File: config.mk
export PLATFORM = sky130hd
export DESIGN_NAME = composer_nlayer
export DESIGN_NICKNAME = d
export VERILOG_FILES = /design/src/rtl/composer_nlayer.sv
export SDC_FILE = /design/constraint.sdc
export NUM_CORES = 1
export LEC_CHECK = 0
export ABC_CLOCK_PERIOD_IN_PS = 7400
export BUFFER_PORTS_ARGS = -buffer_cell sky130_fd_sc_hd__buf_2
export CORE_MARGIN = 5
export CORE_UTILIZATION = 53
export DETAILED_ROUTE_END_ITERATION = 16
export GPL_TIMING_DRIVEN = 1
export PLACE_DENSITY = 0.79
export SYNTH_ARGS = -nofsm -noshare
export SYNTH_HDL_FRONTEND = slang
export SYNTH_SLANG_ARGS = --single-unit
File: constraint.sdc
create_clock -name clk -period 7.4 [get_ports clk]
set_clock_uncertainty 0.2 [all_clocks]
set_input_delay 0.74 -clock clk [delete_from_list [all_inputs] [get_ports clk]]
set_output_delay 0.74 -clock clk [all_outputs]
set_load 0.02 [all_outputs]
File: src/rtl/composer_nlayer.sv
// Display composer: merges NUM_LAYERS background line buffers with a depth-sorted
// sprite line, tracks beam position/field, and drives scaled renderer indices.
module composer_nlayer #(
  parameter int                 NUM_LAYERS  = 2,
  parameter int                 COLOR_W     = 8,
  parameter int                 ZW          = 2,
  parameter int                 CLK_DIV     = 2,
  parameter logic [COLOR_W-1:0] TRANSPARENT = '0
) (
  input  logic                             clk,
  input  logic                             rst,
  input  logic                             interlaced,
  input  logic [7:0]                       frac_x_incr,
  input  logic [7:0]                       frac_y_incr,
  input  logic [COLOR_W-1:0]               border_color,
  input  logic [9:0]                       active_hstart,
  input  logic [9:0]                       active_hstop,
  input  logic [8:0]                       active_vstart,
  input  logic [8:0]                       active_vstop,
  input  logic [9:0]                       irqline,
  input  logic [NUM_LAYERS-1:0]            layer_enabled,
  input  logic                             sprites_enabled,
  output logic                             current_field,
  output logic                             line_irq,
  output logic [9:0]                       scanline,
  output logic [8:0]                       line_idx,
  output logic                             line_render_start,
  output logic [9:0]                       lb_rdidx,
  input  logic [NUM_LAYERS*COLOR_W-1:0]    layer_lb_rddata,
  input  logic [COLOR_W+ZW-1:0]            sprite_lb_rddata,
  output logic                             sprite_lb_erase_start,
  input  logic                             display_next_frame,
  input  logic                             display_next_line,
  input  logic                             display_next_pixel,
  input  logic                             display_current_field,
  output logic [COLOR_W-1:0]               display_data
);

  logic               r_tick;
  logic               w_tick;
  logic [9:0]         r_y;
  logic [9:0]         r_y_d;
  logic [10:0]        r_x;
  logic               r_field;
  logic               r_line_irq;
  logic               r_next_line_d;
  logic               r_vstarted;
  logic               r_render_start;
  logic [15:0]        r_sy;
  logic [16:0]        r_sx;
  logic               r_disp_active;
  logic [COLOR_W-1:0] r_data;

  logic [9:0]         w_x;
  logic               w_hactive;
  logic               w_vactive;
  logic [8:0]         w_line_idx;
  logic [9:0]         w_rdidx;
  logic [15:0]        w_fy_step;
  logic [16:0]        w_fx_step;
  logic [ZW-1:0]      w_spr_z;
  logic [COLOR_W-1:0] w_spr_col;
  logic               w_spr_vis;
  logic [COLOR_W-1:0] w_comp;

  // NOTE: sequential state uses non-blocking assignments so every register
  // samples pre-edge values regardless of statement order.
  always_ff @(posedge clk or posedge rst) begin
    if (rst) r_tick <= 1'b0;
    else     r_tick <= ~r_tick;
  end

  assign w_tick = (CLK_DIV == 1) ? 1'b1 : r_tick;

  assign w_x        = r_x[10:1];
  assign w_hactive  = (w_x >= active_hstart) && (w_x < active_hstop);
  assign w_vactive  = (r_y_d >= {1'b0, active_vstart}) && (r_y_d < {1'b0, active_vstop});
  assign w_line_idx = r_sy[15:7];
  assign w_rdidx    = r_sx[16:7];
  assign w_fy_step  = interlaced ? {7'd0, frac_y_incr, 1'b0} : {8'd0, frac_y_incr};
  assign w_fx_step  = interlaced ? {10'd0, frac_x_incr[7:1]} : {9'd0, frac_x_incr};

  // Beam position, field and line IRQ.
  always_ff @(posedge clk or posedge rst) begin
    if (rst) begin
      r_y           <= '0;
      r_y_d         <= '0;
      r_x           <= '0;
      r_field       <= 1'b0;
      r_line_irq    <= 1'b0;
      r_next_line_d <= 1'b0;
    end else if (w_tick) begin
      if (display_next_frame) begin
        r_y     <= (interlaced && !display_current_field) ? 10'd1 : 10'd0;
        r_field <= !display_current_field;
      end else if (display_next_line) begin
        r_y <= r_y + (interlaced ? 10'd2 : 10'd1);
      end
      if (display_next_line) r_y_d <= r_y;
      if (display_next_line)       r_x <= '0;
      else if (display_next_pixel) r_x <= r_x + (interlaced ? 11'd1 : 11'd2);
      r_line_irq    <= display_next_line &&
                       (interlaced ? (r_y[9:1] == irqline[9:1]) : (r_y == irqline));
      r_next_line_d <= display_next_line;
    end
  end

  // Source line / read index scaling, evaluated one tick after the line strobe.
  always_ff @(posedge clk or posedge rst) begin
    if (rst) begin
      r_vstarted     <= 1'b0;
      r_render_start <= 1'b0;
      r_sy           <= '0;
      r_sx           <= '0;
    end else if (w_tick) begin
      r_render_start <= 1'b0;
      if (r_next_line_d) begin
        if (!r_vstarted && (r_y >= {1'b0, active_vstart})) begin
          r_vstarted     <= 1'b1;
          r_render_start <= 1'b1;
          r_sy <= (interlaced && (r_field ^ active_vstart[0])) ? {8'd0, frac_y_incr} : 16'd0;
        end else if ((w_line_idx < 9'd480) && w_vactive) begin
          r_sy           <= r_sy + w_fy_step;
          r_render_start <= 1'b1;
        end
      end
      if (display_next_frame) r_vstarted <= 1'b0;
      if (display_next_line) begin
        r_sx <= '0;
      end else if (display_next_pixel && w_hactive && (w_rdidx < 10'd640)) begin
        r_sx <= r_sx + w_fx_step;
      end
    end
  end

  assign w_spr_z   = sprite_lb_rddata[COLOR_W +: ZW];
  assign w_spr_col = sprite_lb_rddata[COLOR_W-1:0];
  assign w_spr_vis = sprites_enabled && (w_spr_col != TRANSPARENT);

  // NOTE: w_comp gets a default before the loop so no path leaves it unassigned
  // (which would infer a latch).
  always_comb begin
    w_comp = TRANSPARENT;
    for (int k = 0; k < NUM_LAYERS; k++) begin
      if (w_spr_vis && (int'(w_spr_z) == k + 1)) w_comp = w_spr_col;
      if (layer_enabled[k] && (layer_lb_rddata[k*COLOR_W +: COLOR_W] != TRANSPARENT))
        w_comp = layer_lb_rddata[k*COLOR_W +: COLOR_W];
    end
    if (w_spr_vis && (int'(w_spr_z) >= NUM_LAYERS + 1)) w_comp = w_spr_col;
  end

  always_ff @(posedge clk or posedge rst) begin
    if (rst) begin
      r_disp_active <= 1'b0;
      r_data        <= '0;
    end else if (w_tick) begin
      r_disp_active <= w_hactive && w_vactive;
      r_data        <= r_disp_active ? w_comp : border_color;
    end
  end

  assign current_field         = r_field;
  assign line_irq              = r_line_irq;
  assign scanline              = r_y;
  assign line_idx              = w_line_idx;
  assign line_render_start     = r_render_start;
  assign lb_rdidx              = w_rdidx;
  assign sprite_lb_erase_start = (r_x == {10'd639, interlaced});
  assign display_data          = r_data;

endmodule

### Word level (Yosys, flattened, before mapping)

Index checks and enable logic that the tools add are counted.

* reductions and logical operators: 34
* equality and inequality tests: 5
* bitwise operators: 2
* add/subtract/negate cells: 4
* order comparisons: 8
* muxes and demuxes: 27

Operators by type and width (number)
* $mux W8: 8
* $mux W17: 2
* $mux W16: 2
* $reduce_bool A8 Y1: 3
* $mux W11: 2
* $ge A10 B9 Y1: 2
* $mux W10: 2
* $add A17 B8 Y17: 1
* $add A16 B9 Y16: 1
* $logic_and A1 B1 Y1: 16
* $reduce_bool A2 Y1: 6
* $add A11 B2 Y11: 1
* $eq A11 B11 Y1: 1
* $add A10 B2 Y10: 1
* $eq A10 B10 Y1: 1
* $ge A10 B10 Y1: 1
* $lt A10 B10 Y1: 1
* $lt A10 B10 Y1 const B: 1
* $lt A10 B9 Y1: 1
* $reduce_and A2 Y1: 5
* $eq A9 B9 Y1: 1
* $lt A9 B9 Y1 const B: 1
* $mux W9: 1
* $mux W1: 8
* 7 further kinds: 11

* output and inout port bits: 41
* register bits: 79
* word-level logic and storage cells: 93

### Logic depth before layout (Yosys ltp)

Gate-level depths: netlist of run 1.

* word-level depth: 9
* depth in mapped cells: 13
* mapped depth without buffers: 11

### Least setup slack after synthesis of run 1

OpenSTA, ideal clock, no wires.

* path kind: input to register
* start point: in interlaced
* end point: reg r_sx[10]
* arrival time: 3.609 ns
* path slack: 3.513 ns
* path buffers: 3
* cell stages on the path: 12
* path through: clkbuf_1 -> buf_1 -> mux2i_1 -> fa_1 -> nor2b_1 -> o31a_1 -> o21a_1 -> and2b_1 -> or3_1 -> clkbuf_2 -> or4_1 -> a21oi_1

* cells in the longest elaborated chain, start to end: 4

RTL lines
* start: declaration: line 12 `input logic interlaced,`
* $mux W8: line 81 `assign w_fx_step = interlaced ? {10'd0, frac_x_incr[7:1]} : {9'd0, frac_x_incr};`
* $add A17 B8 Y17: line 131 `r_sx <= r_sx + w_fx_step;`
* $mux W17: line 130 `end else if (display_next_pixel && w_hactive && (w_rdidx < 10'd640)) begin`
* $mux W17: line 128 `if (display_next_line) begin`
* end signal: assignment: line 131
* end: declaration: line 50 `logic [16:0] r_sx;`

Every way passes these cells. The select of a mux whose other input is x is not followed.
A chain may end at the register's enable or synchronous reset.

### Final worst setup path of run 1

* start point: in interlaced
* end point: reg r_sx[12]

The elaborated chain is that of the path after synthesis.

==> results.md, run 1 <==
- The required time at the endpoint of the critical path is 7460 ps.
- The library cell used most frequently in the layout, excluding fill and tap cells, is sky130_fd_sc_hd__buf_2.
- In the routed design, unresolved DRC markers number 0.
- For the worst setup path, the data arrival time is 3900 ps.
- The H-tree was split into 3 levels.
- The number of global-route vias before repair was 5674.
- In this run the clock root is driven by a sky130_fd_sc_hd__clkbuf_16.
- The clock net in this run drives a total of 79 sinks.
- The number of hold buffers added after cts is 0.
- The post-route standard cell area excluding fillers is 7150 µm².
- In this run the worst path has a maximum fanout of 23.
- The pre-CTS worst setup slack is 3270 ps.
- The total vias in the final route is 5690.
- The top cell types in the final layout, fill and taps aside, are 148 x sky130_fd_sc_hd__buf_2, 79 x sky130_fd_sc_hd__nand2_1, 79 x sky130_fd_sc_hd__dfrtp_1.
- The critical path endpoint category is a flip-flop.
- The number of max-slew violations in the final report is 0.
- The count of final setup violators is 0.
- The global-route wire length before repair is 26700 µm.
- After Yosys synthesis, XOR and XNOR cells account for 5.00% of the synthesized area.
- Entering global routing, the biggest net connects 80 pins.
- The worst hold slack across all endpoints is 294 ps.
- Once the clock tree was built, the resizer swapped 0 gates to a different size.
- The post-synthesis adder-cell area fraction is 14.8%.
- The number of DRC violations after detailed-routing iteration 0 is 430.
- The fraction of the mapped netlist area in simple logic gates is 18.6%.
- The number of register bits inferred by synthesis is 79.
- The worst path uses 51.9% of the clock period.
- The TritonCTS buffer count is 9.
- The clock period minus final worst setup slack is 3840 ps.
- Clock-pin slew was measured on the worst setup and hold paths at 60 ps.
- The most used flip-flop cell after synthesis is sky130_fd_sc_hd__dfrtp_1.
- Cells with a size suffix above 1 make up 22.1% of the layout.
- The insertion delay of the later-clocked pin in the worst-skew pair is 340 ps.
- 0 antenna diodes ended up in the layout.
- The leakage power of the design is 3.68 nW.
- The worst-case IR drop observed on VDD is 0.0000946 V.
- The power density normalized to cell area is 161 nW/µm².
- Summing the sequential cell areas from Yosys gives 32.3% of the chip area.
- By area, the combinational part of the netlist is dominated by simple AND/OR/NAND/NOR gates.
- For this run, the number of Yosys warnings is 0.
- The synthesized-area fraction occupied by ao, oa, aoi and oai cells is 18.5%.
- The net count after synthesis is 888.
- The max-capacitance violation count is 0.
- In this run, placement finished with an instance count of 966.
- Across every metal layer, demand over resource in global routing totals 22.9%.
- The initialized floorplan defines 39 standard-cell rows.
- The synthesized netlist contains 62 unique library cells.
- Summing internal, switching and leakage power gives 1.15 mW.
- The flow ran to the end, and the final reports show no timing, DRC or antenna violations.
- The number of nets in the finished design is 1012.
- For this run, the number of standard cells in the final layout without fillers is 981.
- The half-perimeter wire length after detailed placement is 12500 µm.
- The total negative slack for setup checks is 0 ps.
- The worst slew margin relative to its limit is 32.4%.
- In this run the deepest clock path goes through 2 buffers.
- After floorplanning, the core was sized to cover 11400 µm².
- The number of enable-type register cells in the synthesized netlist is 0.
- Dividing the detail-routed via count by the number of cells gives 5.80.
- The post-detailed-route count of antenna-violating nets is 0.
- After detailed routing, the total wire length is 16000 µm.
- Setup repair after global routing left no endpoint under its margin.
- The multiplexer share of the synthesized area is 4.02%.
- Buffers placed on the I/O ports in this run total 148.
- The first TritonRoute pass finished after 5 iterations.
- Setup slack on the critical path of the routed design comes to 3560 ps.
- In this run the cell area measured after placement is 6850 µm².
- The mean post-synth cell area is 8.63 µm².
- The hold violation total from the final report is 0.
- Summing every instance area after synthesis gives 6130 µm².
- TritonCTS built the clock tree.
- Of all flip-flops after synthesis, the portion carrying an async set or reset was 100%.
- The category of the most critical setup path is input pin to flip-flop.
- The overall die width is 118 µm.
- The number of setup buffers added after CTS is 0.
- Based on the critical path, the design can be clocked at up to 260 MHz.
- Routability-driven placement finished with a final weighted congestion of 0.931.
- The floorplan step defined a die boundary enclosing 13800 µm².
- The overall die height is 118 µm.
- At the pin with the least slew margin, the transition time is 1010 ps.
- The kind of start point of the critical path is an input pin.
- The average detailed-routed wire length per instance is 16.3 µm.
- The min-delay analysis places its worst path in the category flip-flop to flip-flop.
- The fraction of the core area covered by cells at the end of the flow is 62.9%.
- The layout-stage area growth over the synthesis result is 16.7%.
- For this run the aggregate overflow at the end of global routing stands at 0.
- The number of antenna violations at the first check in global routing is 0.
- Once the floorplan was initialized, standard cells occupied 53.9% of the core.
- During I/O placement, the number of pins put on the boundary was 149.
- The number of instances in the synthesized netlist is 710.
[routing by layer]
layer,GRT usage (%),vias up,wire length [µm]
met3,3.27,27,695
met4,9.03,0,327
met2,38.3,143,8100
met5,0,-,0
li1,-,2776,-
met1,29.9,2744,6860
[area by class of cell]
| type | count | area (µm²) |
|---|---|---|
| repair buffers | 151 | 763 |
| clock inverters | 3 | 42.5 |
| inverters | 53 | 199 |
| fillers | 1014 | 4220 |
| multi-input cells | 540 | 3730 |
| well taps | 143 | 179 |
| flip-flops and latches | 79 | 1980 |
| clock buffers | 12 | 256 |
[final timing paths]
path,start,endpoint,slack [ps],cells past startpoint
worst min register to register,line_render_start,line_render_start,290,1
min in group asynchronous,rst,r_sy[11],510,3
worst max-delay path,interlaced,r_sx[12],3560,12
worst min-delay path,line_render_start,line_render_start,290,1
worst max register to register,r_tick,r_sy[7],4210,6
max in group asynchronous,rst,r_x[1],5840,3
[logic make-up (layout without fill, tap and decap cells)]
| kind of cell | Yosys count | in the layout |
|---|---|---|
| simple gates | 236 | 236 |
| compound gates | 176 | 176 |
| buf+inv | 91 | 219 |
| flops | 79 | 79 |
| fa+ha+maj | 70 | 70 |
| xor+xnor | 35 | 35 |
| mux | 23 | 23 |
[synthesized netlist by cell type, types with 13 or more instances]
cell type | n | share of area (%)
sky130_fd_sc_hd__inv_1 | 52 | 3.2
sky130_fd_sc_hd__buf_4 | 19 | 2.3
sky130_fd_sc_hd__mux2_2 | 13 | 2.4
sky130_fd_sc_hd__xor2_1 | 22 | 3.1
sky130_fd_sc_hd__nand3_1 | 18 | 1.5
sky130_fd_sc_hd__xnor2_1 | 13 | 1.9
sky130_fd_sc_hd__dfrtp_1 | 79 | 32
sky130_fd_sc_hd__a21oi_1 | 52 | 4.2
sky130_fd_sc_hd__nand2_1 | 79 | 4.8
sky130_fd_sc_hd__o21ai_0 | 34 | 2.8
sky130_fd_sc_hd__nor2_1 | 59 | 3.6
sky130_fd_sc_hd__ha_1 | 66 | 13
[critical path: stages]
cell	delay, ps
sky130_fd_sc_hd__buf_2	440
sky130_fd_sc_hd__mux2_2	260
sky130_fd_sc_hd__ha_1	180
sky130_fd_sc_hd__inv_1	60
sky130_fd_sc_hd__fa_1	380
sky130_fd_sc_hd__nor2b_1	210
sky130_fd_sc_hd__o31a_1	180
sky130_fd_sc_hd__o21a_1	150
sky130_fd_sc_hd__and2b_1	190
sky130_fd_sc_hd__or3_1	400
sky130_fd_sc_hd__or4_1	500
sky130_fd_sc_hd__a21oi_1	180
[power breakdown]
| part | internal (mW) | leakage [nW] | switching, mW | total, mW |
|---|---|---|---|---|
| Sequential | 0.448 | 1.06 | 0.0165 | 0.464 |
| Combinational | 0.103 | 2.47 | 0.133 | 0.236 |
| Clock | 0.277 | 0.145 | 0.175 | 0.452 |
| Total | 0.828 | 3.68 | 0.324 | 1.15 |
[registers in the layout (all words and copies together), names as in the netlist, 8 cells and up]
signal	cells
r_sy	16
r_x	11
r_y_d	10
r_sx	17
scanline	10
display_data	8
Note: power is estimated with default switching activity, not from simulation.
==> run 2: changes to the inputs <==
- ABC_AREA: unset -> 1
- ABC_CLOCK_PERIOD_IN_PS: 7400 -> 3200
- CORE_UTILIZATION: 53 -> 51
- clock period: 7.4 -> 3.2 ns (I/O delays scaled with it)
==> run 2 against run 1 <==
Against the previous run:
- via count up 20%
- combinational power rose to 5.0 times the previous value
- largest power group unchanged
- power rose to 2.9 times the previous value
- register-to-register slack worse by 3500 ps
- final cell count up 33%
- count of clock-buffer cells in the layout down 1
- critical path type is now flip-flop to flip-flop
- global-route usage down 0.72 points
- critical path depth unchanged
- first-iteration DRC count down 23%
==> results.md, run 2 <==
- The total negative slack for setup checks is 0 ps (unchanged).
- The count of final setup violators was 0 (unchanged).
- The fraction of the mapped netlist area in simple logic gates is 29.8% (+11 points).
- The post-route fraction of the period consumed by the critical path is 77.5%.
- The leakage power of the design is 4.46 nW (+21%).
- Among all stages on the critical path, the largest delay is contributed by sky130_fd_sc_hd__dfrtp_1.
- The actual transition at the worst max-transition pin is 815 ps (-199 ps).
- The overall track demand over capacity in global routing is 22.1% (-0.72 points).
- The synthesized-area fraction occupied by ao, oa, aoi and oai cells was 13.7% (-4.9 points).
- The worst path needs 2480 ps of the cycle, external delays included.
- The mean post-synth cell area is 6.88 µm² (-20%).
- The via count normalized by instance count came to 5.21 (-10%).
- The half-perimeter wire length after detailed placement is 13900 µm (+11%).
- The kind of start point of the critical path is a flip-flop.
- The net count after synthesis came to 1178 (+33%).
- The sequential fraction of design power was 35.1% (-5.2 points).
- The main combinational cell family by area after synthesis is simple AND/OR/NAND/NOR gates.
- The count of input and output buffers is 148 (unchanged).
- The number of register bits inferred by synthesis is 79 (unchanged).
- Setup repair after global routing left no endpoint under its margin.
- The number of global-route vias before repair was 6512 (+15%).
- The distinct cell type count after synthesis was 46 (-26%).
- The largest register by flop count is r_sx.
- The worst setup path is of the flip-flop to flip-flop kind.
- The slack of the critical path is 720 ps (-2840 ps).
- The critical path endpoint category is a flip-flop.
- The largest net degree at the start of global routing is 49 (-39%).
- The kind of cell with the highest combined delay along the critical path is simple AND/OR/NAND/NOR gates.
- The number of DRC violations after detailed-routing iteration 0 came to 331 (-23%).
- The pre-CTS worst setup slack is 437 ps (-2830 ps).
- The layout-stage area growth over the synthesis result is 15.7%.
- The flow ran to the end, and the final reports show no timing, DRC or antenna violations.
- The share of synthesized flip-flops with an asynchronous set or reset is 100% (unchanged).
- The number of antenna violations at the first check in global routing is 0 (unchanged).
- The number of instances in the synthesized netlist came to 1000 (+41%).
- The count of unresolved DRC violations after routing is 0 (unchanged).
- The overall die width came to 126 µm (+7.4%).
- The post-synthesis adder-cell area fraction is 13.2% (-1.6 points).
- The total vias in the final route is 6808 (+20%).
- The proportion of netlist area held by the largest area contributor is 28.7% (-3.5 points).
- The area of the core is 13200 µm² (+16%).
- The die footprint is 15900 µm² (+15%).
- The total power consumption of the routed design is 3.40 mW (+190%).
- The iteration count of the initial detailed-routing pass is 5 (unchanged).
- The TritonCTS buffer count is 9 (unchanged).
- The post-CTS setup buffer count is 0 (unchanged).
- The average detailed-routed wire length per instance is 13.5 µm (-17%).
- The parity-gate share of the synthesized area counting xor and xnor cells was 3.05% (-1.9 points).
- The maximum number of buffers from clock root to sink is 2 (unchanged).
- The warning count from the yosys run is 0 (unchanged).
- The worst slew margin relative to its limit was 45.3% (+13 points).
- The post-detailed-route count of antenna-violating nets is 0 (unchanged).
- The number of H-tree levels is 3 (unchanged).
- The critical path data arrival time came to 2490 ps (-1410 ps).
- The power share of the combinational group was 34.3% (+14 points).
- The required time at the endpoint of the critical path is 3210 ps (-4250 ps).
- The post-synth design cell area is 6880 µm² (+12%).
- The global-route wire length before repair is 29800 µm (+11%).
- The signal on the critical path passes through ha_1 > nand2_1 > inv_2 > nand3_1 > a21oi_1 > nor2_1 > o21ai_1 > nand3_1 > nand2_2 > inv_2 > nand2_1 > o21ai_1.
- The peak supply drop is 0.000247 V (+160%).
- The TritonCTS sink count was 79 (unchanged).
- The hold violation total from the final report is 0 (unchanged).
- In the final layout, the registers with the most flip-flops are r_sx x17, r_sy x16, r_x x11.
- The site row count came to 42 (+7.7%).
- The number of max-slew violations in the final report is 0 (unchanged).
- The clock-pin slew on the worst setup and hold paths is 60 ps (about the same).
- The insertion delay of the later-clocked pin in the worst-skew pair is 340 ps (about the same).
- The commonest cells after synthesis are 261 x sky130_fd_sc_hd__nand2_1, 125 x sky130_fd_sc_hd__inv_1, 84 x sky130_fd_sc_hd__nor2_1.
- Of all cell types, the one taking the most synthesized area is sky130_fd_sc_hd__dfrtp_1.
- The sequential cell area fraction in the yosys report came to 28.7% (-3.5 points).
- The layout cell share with drive strength beyond 1 came to 19.0% (-3.1 points).
- The longest individual stage delay on the worst path is 430 ps (-70 ps).
- The global placer's final weighted congestion is 0.899 (-3.4%).
- The number of top-level pins came to 149 (unchanged).
- The initial standard-cell utilization of the core is 52.0% (-1.9 points).
- The cell-internal power came to 2.21 mW (+170%).
- The clock network fraction of total power was 30.6% (-8.6 points).
- The fraction of the core area covered by cells at the end of the flow is 60.1% (-2.8 points).
- The max-capacitance violation count was 0 (unchanged).
- The total detailed-routing wirelength was 17600 µm (+10%).
- The most numerous cell in the Yosys netlist is sky130_fd_sc_hd__nand2_1.
- Static timing analysis puts the maximum clock frequency at 403 MHz.
- The worst hold slack across all endpoints was 37.4 ps (-256 ps).
- The multiplexer share of the synthesized area is 0% (-4.0 points).
- The overall die height is 126 µm (+7.4%).
- The number of antenna diodes is 0 (unchanged).
- The count of buffer and inverter cells on the critical path came to 2 (unchanged).
- The total of fill cells in the finished design is 1309 (+29%).
- The number of enable-type register cells in the synthesized netlist is 0 (unchanged).
- The power density normalized to cell area was 427 nW/µm² (+160%).
- After synthesis, the cell types taking the most area are sky130_fd_sc_hd__dfrtp_1 29%, sky130_fd_sc_hd__nand2_1 14%, sky130_fd_sc_hd__ha_1 12%, sky130_fd_sc_hd__inv_1 6.8%, sky130_fd_sc_hd__a21oi_1 4.6%.
- Leaving out fill and tap cells, the most frequent cell in the layout is sky130_fd_sc_hd__nand2_1.
- In the synthesized netlist the dominant register cell turns out to be sky130_fd_sc_hd__dfrtp_1.
- The largest fanout of any net on the critical path is 20 (-13%).
- The switching portion of total power is 34.9% (+6.8 points).
- The type of the most critical hold path is input pin to flip-flop.
- The number of nets in the finished design is 1305 (+29%).
- The leftover overflow at the end of global routing is 0 (unchanged).
- In the layout the commonest cells are 261 x sky130_fd_sc_hd__nand2_1, 148 x sky130_fd_sc_hd__buf_2, 124 x sky130_fd_sc_hd__inv_1.
- In this run the clock root is driven by a sky130_fd_sc_hd__clkbuf_16.
- The switching power of the nets came to 1.19 mW (+270%).
- The number of flip-flops under the largest register name is 17 (unchanged).
- TritonCTS built the clock tree.
-- run 2: cell count changes in the layout (fill, tap and decap cells not counted), sizes merged, moves of 12 or more --
cell / change
or4: -12
nand3: +40
mux2: -13
nor2: +31
inv: +91
nand2: +193
o21ai: +50
-- run 2: worst reg2reg max path, stage by stage, from the launching register on --
cell                      delay, ps
sky130_fd_sc_hd__dfrtp_1        430
sky130_fd_sc_hd__ha_1           320
sky130_fd_sc_hd__nand2_1         60
sky130_fd_sc_hd__inv_2           50
sky130_fd_sc_hd__nand3_1         50
sky130_fd_sc_hd__a21oi_1        120
sky130_fd_sc_hd__nor2_1          80
sky130_fd_sc_hd__o21ai_1        240
sky130_fd_sc_hd__nand3_1        140
sky130_fd_sc_hd__nand2_2        270
sky130_fd_sc_hd__inv_2          230
sky130_fd_sc_hd__nand2_1        100
sky130_fd_sc_hd__o21ai_1         60
-- run 2: power by group through the flow --
stage	Sequential, mW	Combinational [mW]	Clock, mW
6_report	1.19	1.17	1.04
4_1_cts	1.19	1.17	1.06
3_3_place_gp	1.21	1.15	0
3_5_place_dp	1.21	1.16	0
5_1_grt	1.21	1.34	1.10
2_1_floorplan	1.20	0.904	0
-- run 2: per-stage QoR --
step	area [µm²]	instances
finish	7960	1307
global route	7960	1307
CTS	7960	1307
detailed placement	7640	1290
global placement	7640	1290
floorplan	6880	1000
-- run 2: worst paths after layout --
path	start	to	slack, ps	depth (start not counted)
worst min register to register	line_irq	line_irq	280	2
worst max-delay path	r_x[6]	r_sx[14]	720	12
max in group asynchronous	rst	r_y_d[0]	1770	4
min in group asynchronous	rst	display_data[7]	370	3
worst max register to register	r_x[6]	r_sx[14]	720	12
worst min-delay path	display_next_frame	scanline[1]	40	2
-- run 2: final cells by class --
type | instances | area [µm²] | share of cell area (%)
Sequential cell | 79 | 1980 | 24.8
Timing Repair Buffer | 154 | 803 | 10.1
Multi-Input combinational cell | 736 | 4110 | 51.6
Clock buffer | 11 | 253 | 3.18
Clock inverter | 4 | 45.0 | 0.566
Inverter | 147 | 556 | 6.98
Tap cell | 176 | 220 | 2.77
-- run 2: cell families after synthesis --
kind of cell    count (synthesis)
flops                          79
simple gates                  470
compound gates                172
fa+ha+maj                      70
buf+inv                       185
xor+xnor                       24
-- run 2: repair_timing --
item	in CTS	in global routing
gates resized for setup	0	0
hold endpoints to repair	32	0
hold buffers	2	0
-- run 2: metal layers --
metal / GRT usage (%) / wire length [µm] / part of all wire (%)
met5: 0 / 0 / 0
met4: 7.13 / 399 / 2.3
met3: 4.11 / 1060 / 6.0
met2: 36.9 / 8190 / 47
met1: 29.2 / 7940 / 45
